==> src/rtl/sky130_fd_io__xres_rst_seq_pkg.sv <==
// Shared types and constants for the XRES reset conditioner.
//   xres_seq_state_t : sequencer states
//   DEF_*            : default parameter values
//   cnt_width()      : bits needed to hold values 0..max_val
package sky130_fd_io__xres_rst_seq_pkg;

   typedef enum logic [1:0] {
      XS_ASSERT  = 2'd0,
      XS_RELEASE = 2'd1,
      XS_RUN     = 2'd2
   } xres_seq_state_t;

   localparam int unsigned DEF_SYNC_STAGES = 2;
   localparam int unsigned DEF_FILT_CYCLES = 16;
   localparam int unsigned DEF_N_DOMAINS   = 3;
   localparam int unsigned DEF_STEP_CYCLES = 4;

   // Width of a counter that must represent 0..max_val; never narrower than 1 bit.
   function automatic int unsigned cnt_width(input int unsigned max_val);
      int unsigned w;
      w = $clog2(max_val + 1);
      return (w < 1) ? 1 : w;
   endfunction

endpackage

==> src/rtl/sky130_fd_io__xres_rst_seq_if.sv <==
// Pad-side / reset-side signal bundle of the XRES reset conditioner.
//   XRES_H_N   : pad reset request, active low, asynchronous to the core clock
//   RST_N_OUT  : per-domain active-low resets, bit 0 released first
//   FILT_OUT   : debounced, synchronized XRES_H_N level
//   XRES_EVENT : one-cycle pulse when a filtered assertion is accepted
//   BUSY       : high while any domain is held or being released
// master = the pad/controller side, slave = the conditioner.
interface sky130_fd_io__xres_rst_seq_if
   import sky130_fd_io__xres_rst_seq_pkg::*;
#(
   parameter int unsigned N_DOMAINS = DEF_N_DOMAINS
);
   logic                 XRES_H_N;
   logic [N_DOMAINS-1:0] RST_N_OUT;
   logic                 FILT_OUT;
   logic                 XRES_EVENT;
   logic                 BUSY;

   modport master (
      output XRES_H_N,
      input  RST_N_OUT, FILT_OUT, XRES_EVENT, BUSY
   );

   modport slave (
      input  XRES_H_N,
      output RST_N_OUT, FILT_OUT, XRES_EVENT, BUSY
   );
endinterface

==> src/rtl/sky130_fd_io__xres_sync.sv <==
// Multi-flop synchronizer for pad-facing asynchronous inputs.
//   clk     : destination clock
//   rst     : asynchronous active-high reset, chain clears to 0
//   async_i : asynchronous input; anything but a clean 1 is taken as 0
//   sync_o  : synchronized level, SYNC_STAGES-1 edges after first capture
module sky130_fd_io__xres_sync #(
   parameter int unsigned SYNC_STAGES = 2
) (
   input  logic clk,
   input  logic rst,
   input  logic async_i,
   output logic sync_o
);

   logic [SYNC_STAGES-1:0] chain_q;
   logic [SYNC_STAGES-1:0] chain_d;

   // An unpowered or floating pad (X/Z) must read as a reset request.
   always_comb begin
      chain_d = {chain_q[SYNC_STAGES-2:0], (async_i === 1'b1)};
   end

   always_ff @(posedge clk or posedge rst) begin
      if (rst) chain_q <= '0;
      else     chain_q <= chain_d;
   end

   assign sync_o = chain_q[SYNC_STAGES-1];

endmodule

==> src/rtl/sky130_fd_io__xres_rst_seq.sv <==
// XRES reset conditioner: synchronizes and debounces the pad reset, then
// releases N_DOMAINS active-low core resets one at a time.
//   CLK     : sole clock
//   RESET   : asynchronous active-high power-on reset
//   xres_if : slave side of the pad/reset bundle (XRES_H_N in;
//             RST_N_OUT, FILT_OUT, XRES_EVENT, BUSY out, all registered)
module sky130_fd_io__xres_rst_seq
   import sky130_fd_io__xres_rst_seq_pkg::*;
#(
   parameter int unsigned SYNC_STAGES = DEF_SYNC_STAGES,
   parameter int unsigned FILT_CYCLES = DEF_FILT_CYCLES,
   parameter int unsigned N_DOMAINS   = DEF_N_DOMAINS,
   parameter int unsigned STEP_CYCLES = DEF_STEP_CYCLES
) (
   input logic                          CLK,
   input logic                          RESET,
   sky130_fd_io__xres_rst_seq_if.slave  xres_if
);

   localparam int unsigned CNT_W  = cnt_width(FILT_CYCLES);
   localparam int unsigned STEP_W = cnt_width(STEP_CYCLES);
   localparam int unsigned IDX_W  = cnt_width(N_DOMAINS);

   localparam logic [CNT_W-1:0]  CNT_LAST  = CNT_W'(FILT_CYCLES - 1);
   localparam logic [STEP_W-1:0] STEP_LAST = STEP_W'(STEP_CYCLES - 1);
   localparam logic [IDX_W-1:0]  IDX_LAST  = IDX_W'(N_DOMAINS - 1);

   logic                 sync_out;
   logic [CNT_W-1:0]     cnt_q, cnt_d;
   logic                 filt_q, filt_d;
   xres_seq_state_t      state_q, state_d;
   logic [STEP_W-1:0]    step_q, step_d;
   logic [IDX_W-1:0]     idx_q, idx_d;
   logic [N_DOMAINS-1:0] rst_n_q, rst_n_d;
   logic                 evt_q, evt_d;
   logic                 busy_q, busy_d;

   sky130_fd_io__xres_sync #(
      .SYNC_STAGES (SYNC_STAGES)
   ) u_sync (
      .clk     (CLK),
      .rst     (RESET),
      .async_i (xres_if.XRES_H_N),
      .sync_o  (sync_out)
   );

   // Debounce: the filtered level flips only after FILT_CYCLES consecutive mismatches.
   always_comb begin
      cnt_d  = '0;
      filt_d = filt_q;
      if (sync_out != filt_q) begin
         if (cnt_q == CNT_LAST) filt_d = ~filt_q;
         else                   cnt_d  = cnt_q + CNT_W'(1);
      end
   end

   // Sequencer. Release starts on the same edge FILT_OUT rises (filt_d) so that
   // domain i comes out STEP_CYCLES*(i+1) edges later; assertion reacts to the
   // registered level, one edge after FILT_OUT falls.
   always_comb begin
      state_d = state_q;
      step_d  = step_q;
      idx_d   = idx_q;
      rst_n_d = rst_n_q;
      evt_d   = 1'b0;
      unique case (state_q)
         XS_ASSERT: begin
            rst_n_d = '0;
            step_d  = '0;
            idx_d   = '0;
            if (filt_d) state_d = XS_RELEASE;
         end
         XS_RELEASE: begin
            if (!filt_q) begin
               state_d = XS_ASSERT;
               rst_n_d = '0;
               step_d  = '0;
               idx_d   = '0;
               evt_d   = 1'b1;
            end else if (step_q == STEP_LAST) begin
               step_d  = '0;
               rst_n_d = rst_n_q | (N_DOMAINS'(1) << idx_q);
               idx_d   = idx_q + IDX_W'(1);
               if (idx_q == IDX_LAST) state_d = XS_RUN;
            end else begin
               step_d = step_q + STEP_W'(1);
            end
         end
         XS_RUN: begin
            rst_n_d = '1;
            if (!filt_q) begin
               state_d = XS_ASSERT;
               rst_n_d = '0;
               step_d  = '0;
               idx_d   = '0;
               evt_d   = 1'b1;
            end
         end
         default: begin
            state_d = XS_ASSERT;
            rst_n_d = '0;
         end
      endcase
      busy_d = (state_d != XS_RUN);
   end

   always_ff @(posedge CLK or posedge RESET) begin
      if (RESET) begin
         cnt_q   <= '0;
         filt_q  <= 1'b0;
         state_q <= XS_ASSERT;
         step_q  <= '0;
         idx_q   <= '0;
         rst_n_q <= '0;
         evt_q   <= 1'b0;
         busy_q  <= 1'b1;
      end else begin
         cnt_q   <= cnt_d;
         filt_q  <= filt_d;
         state_q <= state_d;
         step_q  <= step_d;
         idx_q   <= idx_d;
         rst_n_q <= rst_n_d;
         evt_q   <= evt_d;
         busy_q  <= busy_d;
      end
   end

   assign xres_if.RST_N_OUT  = rst_n_q;
   assign xres_if.FILT_OUT   = filt_q;
   assign xres_if.XRES_EVENT = evt_q;
   assign xres_if.BUSY       = busy_q;

endmodule

==> src/flat_wrapper.sv <==
// flat-port wrapper written by rule: the top's interface ports become plain ports
module sky130_fd_io__xres_rst_seq_flat import sky130_fd_io__xres_rst_seq_pkg::*;
#(
   parameter int unsigned SYNC_STAGES = DEF_SYNC_STAGES,
   parameter int unsigned FILT_CYCLES = DEF_FILT_CYCLES,
   parameter int unsigned N_DOMAINS   = DEF_N_DOMAINS,
   parameter int unsigned STEP_CYCLES = DEF_STEP_CYCLES
)
  (CLK, RESET, xres_if_XRES_H_N, xres_if_RST_N_OUT, xres_if_FILT_OUT, xres_if_XRES_EVENT, xres_if_BUSY);
  sky130_fd_io__xres_rst_seq_if #(.N_DOMAINS(N_DOMAINS)) xres_if_i ();
  input logic CLK;
  input logic RESET;
  input wire logic [$bits(xres_if_i.XRES_H_N)-1:0] xres_if_XRES_H_N;
  output wire logic [$bits(xres_if_i.RST_N_OUT)-1:0] xres_if_RST_N_OUT;
  output wire logic [$bits(xres_if_i.FILT_OUT)-1:0] xres_if_FILT_OUT;
  output wire logic [$bits(xres_if_i.XRES_EVENT)-1:0] xres_if_XRES_EVENT;
  output wire logic [$bits(xres_if_i.BUSY)-1:0] xres_if_BUSY;
  assign xres_if_i.XRES_H_N = xres_if_XRES_H_N;
  assign xres_if_RST_N_OUT = xres_if_i.RST_N_OUT;
  assign xres_if_FILT_OUT = xres_if_i.FILT_OUT;
  assign xres_if_XRES_EVENT = xres_if_i.XRES_EVENT;
  assign xres_if_BUSY = xres_if_i.BUSY;
  sky130_fd_io__xres_rst_seq #(.SYNC_STAGES(SYNC_STAGES), .FILT_CYCLES(FILT_CYCLES), .N_DOMAINS(N_DOMAINS), .STEP_CYCLES(STEP_CYCLES)) u_core (.CLK(CLK), .RESET(RESET), .xres_if(xres_if_i));
endmodule
==> config.mk <==
export PLATFORM = sky130hd
export DESIGN_NAME = sky130_fd_io__xres_rst_seq_flat
export DESIGN_NICKNAME = d
export VERILOG_FILES = /design/src/rtl/sky130_fd_io__xres_rst_seq_pkg.sv /design/src/rtl/sky130_fd_io__xres_rst_seq_if.sv /design/src/rtl/sky130_fd_io__xres_sync.sv /design/src/rtl/sky130_fd_io__xres_rst_seq.sv /design/src/flat_wrapper.sv
export SDC_FILE = /design/constraint.sdc
export NUM_CORES = 1
export LEC_CHECK = 0
export BUFFER_PORTS_ARGS = -buffer_cell sky130_fd_sc_hd__buf_2
export CAP_MARGIN = 20
export CORE_UTILIZATION = 51
export DETAILED_ROUTE_END_ITERATION = 6
export HOLD_SLACK_MARGIN = 0.12
export PLACE_DENSITY = 0.73
export SYNTH_ARGS = -nofsm -noshare
export SYNTH_HDL_FRONTEND = slang
export SYNTH_SLANG_ARGS = --single-unit
==> constraint.sdc <==
create_clock -name CLK -period 1.5 [get_ports CLK]
set_input_delay 0.225 -clock CLK [delete_from_list [all_inputs] [get_ports CLK]]
set_output_delay 0.225 -clock CLK [all_outputs]
set_load 0.01 [all_outputs]
==> results.json, run 1 <==
{
  "power.total_mw": 1.06,
  "ys_types": 28,
  "setup_violations": 4,
  "synth_area_um2": 992,
  "drtIter0Drc": 19,
  "rows": 15,
  "start_util": 0.556,
  "cts_buffers": 3,
  "gr-total-overflow": 0,
  "finalClockSkew_ps": 14.6,
  "yosysSeqAreaShare": 0.506,
  "cap_violations": 0,
  "slowest_stage": "dfrtp_2",
  "path_buf_inv": 1,
  "end_kind": "register",
  "cp.arrival_ps": 1790,
  "final_area_um2": 1340,
  "combPwrFrac": 0.054,
  "insertion_delay_ps": 300,
  "fmax_mhz": 654,
  "ant_nets": 0,
  "clkTransAtPathRegs_ps": 120,
  "n_antenna_cell": 0,
  "clock_tree.root_cell": "clkbuf_4",
  "antenna_found_initial": 0,
  "clock_power_share": 0.414,
  "fin_crit_sh": 1.02,
  "clock-sinks": 20,
  "grt_pass1_vias": 739,
  "path_cells": "buf_4 > ha_4 > o21a_1 > o21ai_1 > a221oi_2 > nand2b_1",
  "worst_slack_ps": -29.3,
  "grt.total_usage": 0.223,
  "final_core_util": 0.752,
  "critPathKind": "reg2reg",
  "report.final.slew_viol_count": 0,
  "grt_start_max_net_pins": 21,
  "wl_per_cell_um": 14.5,
  "grt_pass1_wl_mm": 3.21,
  "fillers": 111,
  "worstMarginPinSlew_ps": 468,
  "leakagePower_nw": 0.704,
  "synth_nets": 102,
  "max_stage_delay_ps": 450,
  "path_delay_family": "compound AO/OA/AOI/OAI gates",
  "vias": 757,
  "fin_hold_ws_ps": 376,
  "drt_drc_violations_left": 0,
  "status": "finished, violations left",
  "final_common_cell": "dfrtp_1",
  "final-hold-violation-count": 0,
  "clk_path_buf_depth": 2,
  "die_w_um": 46.1,
  "drive_above_1_share": 0.393,
  "place_area_um2": 1120,
  "yosys_warnings": 0,
  "design.portCount": 9,
  "nNetsFinal": 130,
  "relSlewSlack": 0.688,
  "mostFrequentLayoutCells": "dfrtp_1 (18), buf_4 (14), buf_2 (8), nor2_1 (7), nand2_1 (7)",
  "synth_cells": 90,
  "path_max_fanout": 4,
  "htreeDepth": 1,
  "cp.required_ps": 1760,
  "tritoncts": "built",
  "drt_first_pass_iters": 4,
  "synth_seq_cells": 20,
  "fp.dieH_um": 46.1,
  "intPower_mw": 0.850,
  "area_growth_syn_to_layout_pct": 35.1,
  "dpl.hpwl_mm": 1.24,
  "portBuffers": 8,
  "vias_per_cell": 5.33,
  "synth_area_per_cell_um2": 11.0,
  "preCtsSetupSlack_ps": -81.1,
  "rsz0062_at_grt": "yes",
  "power_frac_seq": 0.531,
  "core-area_um2": 1780,
  "power_switching_mw": 0.210,
  "gp_congestion": 0.770,
  "fin_crit_ps": 1530,
  "violations": "negative setup slack",
  "drt_wl_total_mm": 2.05,
  "swShare": 0.198,
  "hold_path_class": "reg2reg",
  "ir_worst_vdd_mv": 0.737,
  "power.density_nw_per_um2": 791,
  "startpoint_type": "register",
  "dieArea_um2": 2130
}
synthesized netlist by cell type:
master | n | area share
dfrtp_1 | 19 | 0.48
ha_1 | 9 | 0.11
nand2_1 | 8 | 0.030
nor2_1 | 7 | 0.026
inv_1 | 6 | 0.023
a21oi_1 | 4 | 0.020
o21a_1 | 4 | 0.030
o21ai_0 | 4 | 0.020
and2_1 | 3 | 0.019
nand3_1 | 3 | 0.015
xor2_1 | 3 | 0.026
a21o_1 | 2 | 0.015
a31oi_1 | 2 | 0.013
nor2b_1 | 2 | 0.013
a221oi_2 | 1 | 0.015
a32oi_1 | 1 | 0.0088
and3b_1 | 1 | 0.0088
buf_2 | 1 | 0.0050
dfstp_2 | 1 | 0.026
mux2_2 | 1 | 0.011
mux2_4 | 1 | 0.015
mux2i_1 | 1 | 0.010
nand2b_1 | 1 | 0.0063
nand4b_4 | 1 | 0.024
nor3_1 | 1 | 0.0050
o21ai_1 | 1 | 0.0050
or3_1 | 1 | 0.0063
or3b_1 | 1 | 0.0088
sequential cells by signal (all words and copies together) (netlist names):
signal,flops
u_core.cnt_q,5
u_core.idx_q,2
u_core.state_q,2
u_core.step_q,3
u_core.u_sync.chain_q,2
u_core.xres_if.BUSY,1
u_core.xres_if.FILT_OUT,1
u_core.xres_if.RST_N_OUT,3
u_core.xres_if.XRES_EVENT,1
cells by family after synthesis:
group,Yosys count,synth area share
adder cells (fa/ha/maj),9,0.113
flip-flops,20,0.506
AND/OR/NAND/NOR,29,0.163
multiplexers,3,0.0366
XOR/XNOR,3,0.0265
buffers and inverters,7,0.0277
AO/OA/AOI/OAI,19,0.127
metrics by stage:
| step | std cells | setup TNS [ps] |
|---|---|---|
| CTS | 139 | -13.1 |
| finish | 142 | -71.9 |
| global route | 142 | -303 |
| detailed placement | 130 | -87.0 |
| global placement | 130 | -14.9 |
| floorplan | 90 | 0 |
metal layers:
metal,vias to the layer above,track usage,share of wire
li1,369,-,-
met1,357,0.282,0.46
met2,22,0.361,0.48
met3,9,0.0353,0.033
met4,0,0.129,0.031
met5,-,0,0
layout make-up:
| type | instances | area (µm²) | share of cell area |
|---|---|---|---|
| Clock inverter | 1 | 30.0 | 0.0224 |
| Clock buffer | 3 | 22.5 | 0.0168 |
| Inverter | 6 | 25.0 | 0.0187 |
| Timing Repair Buffer | 24 | 165 | 0.123 |
| Sequential cell | 20 | 503 | 0.375 |
| Multi-Input combinational cell | 63 | 563 | 0.420 |
| Tap cell | 25 | 31.3 | 0.0233 |
timing repair:
item	4_1_cts	5_1_grt
hold endpoints to repair	20	0
buffers inserted	3	3
gates cloned	0	0
endpoints found under the setup margin	3	9
pin swaps	4	4
gates resized for setup	8	15
hold buffers	2	0
worst paths after layout:
path	from	slack, ps	depth (start not counted)	endpoint
min in group asynchronous	RESET	470	4	u_core.cnt_q[3]
worst max register to register	u_core.state_q[0]	-30	6	u_core.xres_if.BUSY
worst max-delay path	u_core.state_q[0]	-30	6	u_core.xres_if.BUSY
worst min-delay path	u_core.u_sync.chain_q[0]	380	0	u_core.u_sync.chain_q[1]
worst min register to register	u_core.u_sync.chain_q[0]	380	0	u_core.u_sync.chain_q[1]
max in group asynchronous	RESET	770	4	u_core.xres_if.BUSY
power groups by stage:
| stage | clock (mW) | sequential, mW | combinational, mW |
|---|---|---|---|
| after floorplan | 0 | 0.568 | 0.0257 |
| after global placement | 0 | 0.568 | 0.0411 |
| after detailed placement | 0 | 0.569 | 0.0431 |
| after CTS | 0.447 | 0.561 | 0.0545 |
| after global routing | 0.471 | 0.564 | 0.0681 |
| final | 0.439 | 0.563 | 0.0577 |
Power figures use the tool's default switching activity.
==> run 2, diff against run 1 <==
--- a/config.mk
+++ b/config.mk
@@ -7,10 +7,10 @@
 export LEC_CHECK = 0
 export BUFFER_PORTS_ARGS = -buffer_cell sky130_fd_sc_hd__buf_2
 export CAP_MARGIN = 20
-export CORE_UTILIZATION = 51
+export CORE_UTILIZATION = 40
 export DETAILED_ROUTE_END_ITERATION = 6
 export HOLD_SLACK_MARGIN = 0.12
-export PLACE_DENSITY = 0.73
+export PLACE_DENSITY_LB_ADDON = 0.15
 export SYNTH_ARGS = -nofsm -noshare
 export SYNTH_HDL_FRONTEND = slang
 export SYNTH_SLANG_ARGS = --single-unit
==> results.json, run 2 (synthesis results as in run 1) <==
{
  "status": "finished, final reports clean",
  "rsz0062_at_grt": "yes",
  "rows": 17,
  "n_antenna_cell": 0,
  "die_w_um": 51.8,
  "power_switching_mw": 0.201,
  "clkTransAtPathRegs_ps": 120,
  "drtIter0Drc": 5,
  "swShare": 0.229,
  "gr-total-overflow": 0,
  "power_frac_seq": 0.636,
  "fmax_mhz": 669,
  "nNetsFinal": 130,
  "gp_congestion": 0.704,
  "dieArea_um2": 2680,
  "relSlewSlack": 0.749,
  "setup_violations": 0,
  "finalClockSkew_ps": 8.54,
  "cp.arrival_ps": 1730,
  "dpl.hpwl_mm": 1.26,
  "critPathKind": "reg2reg",
  "final_core_util": 0.564,
  "path_max_fanout": 5,
  "htreeDepth": 1,
  "end_kind": "register",
  "mostFrequentLayoutCells": "dfrtp_1 (18), buf_4 (14), buf_2 (8), nor2_1 (7), nand2_1 (6)",
  "portBuffers": 8,
  "cts_buffers": 3,
  "clock-sinks": 20,
  "ir_worst_vdd_mv": 0.442,
  "area_growth_syn_to_layout_pct": 29.4,
  "fin_crit_sh": 0.996,
  "wl_per_cell_um": 12.4,
  "clock_tree.root_cell": "clkbuf_4",
  "drt_wl_total_mm": 1.80,
  "clock_power_share": 0.306,
  "drt_drc_violations_left": 0,
  "design.portCount": 9,
  "clk_path_buf_depth": 2,
  "leakagePower_nw": 0.667,
  "fp.dieH_um": 51.8,
  "vias": 725,
  "fin_crit_ps": 1490,
  "core-area_um2": 2280,
  "worst_slack_ps": 5.69,
  "vias_per_cell": 5.00,
  "grt.total_usage": 0.159,
  "cap_violations": 0,
  "power.density_nw_per_um2": 685,
  "start_util": 0.436,
  "grt_pass1_vias": 752,
  "fillers": 187,
  "largest_reg_flops": 5,
  "intPower_mw": 0.679,
  "setup_tns_ps": 0,
  "fin_hold_ws_ps": 365,
  "ant_nets": 0,
  "insertion_delay_ps": 300,
  "grt_pass1_wl_mm": 3.14,
  "largest-register": "u_core.cnt_q",
  "final_common_cell": "dfrtp_1",
  "combPwrFrac": 0.058,
  "drt_first_pass_iters": 4,
  "startpoint_type": "register",
  "preCtsSetupSlack_ps": -113,
  "report.final.slew_viol_count": 0,
  "drive_above_1_share": 0.376,
  "cp.required_ps": 1730,
  "antenna_found_initial": 0,
  "tritoncts": "built",
  "final-hold-violation-count": 0,
  "grt_start_max_net_pins": 21,
  "worstMarginPinSlew_ps": 376,
  "hold_path_class": "reg2reg"
}
==> run 2: changes by cell type in the layout (fill, tap and decap cells not counted), sizes merged <==
cell	delta
clkbuf	+1
bufinv	-1
==> run 2: stage by stage <==
stage	instance area, µm²	std cells	total power, mW
floorplan	992	90	0.593
global placement	1150	137	0.612
detailed placement	1150	137	0.613
CTS	1260	144	0.888
global route	1280	145	0.924
finish	1280	145	0.880
==> run 2: worst paths after layout <==
path                       slack, ps                startpoint  cells after the start                     endpoint
min in group asynchronous        480                     RESET                      4  u_core.xres_if.RST_N_OUT[2]
hold reg to reg                  370  u_core.u_sync.chain_q[0]                      0     u_core.u_sync.chain_q[1]
setup reg to reg                   6           u_core.cnt_q[1]                      5          u_core.xres_if.BUSY
hold / removal                   370  u_core.u_sync.chain_q[0]                      0     u_core.u_sync.chain_q[1]
max in group asynchronous        750                     RESET                      4          u_core.xres_if.BUSY
setup / recovery                   6           u_core.cnt_q[1]                      5          u_core.xres_if.BUSY
==> run 2: layout make-up <==
cell class / instances / area [µm²] / share of cell area
flip-flops and latches: 20 / 503 / 0.392
clock buffers: 4 / 26.3 / 0.0205
inverters: 6 / 25.0 / 0.0195
well taps: 28 / 35.0 / 0.0273
repair buffers: 24 / 165 / 0.129
multi-input cells: 63 / 529 / 0.412
==> run 2: repair_timing <==
action,CTS,global route
hold endpoints to repair,20,0
resized for setup,14,5
hold buffers,2,0
pin swaps,3,1
setup buffers,1,1
cloned,0,0
setup endpoints to repair,3,6
==> run 2: metal layers <==
metal  part of all wire  GRT usage  vias to the layer above
met1               0.44      0.179                      350
li1                   -          -                      363
met2               0.52      0.290                       10
met4             0.0078     0.0676                        0
met5                  0          0                        -
met3              0.027     0.0292                        2
==> run 2: worst max-delay path: stages, from the launching register on <==
cell and delay (ps):
dfrtp_1 380, ha_2 210, nand4b_4 130, or3_1 400
a31oi_2 240, nand2b_1 80
==> run 2: power by group through the flow <==
stage | Combinational [mW] | Sequential, mW | Clock [mW]
after detailed placement | 0.0440 | 0.569 | 0
after global routing | 0.0601 | 0.561 | 0.303
after floorplan | 0.0257 | 0.568 | 0
after CTS | 0.0524 | 0.559 | 0.276
after global placement | 0.0434 | 0.568 | 0
final | 0.0514 | 0.559 | 0.269
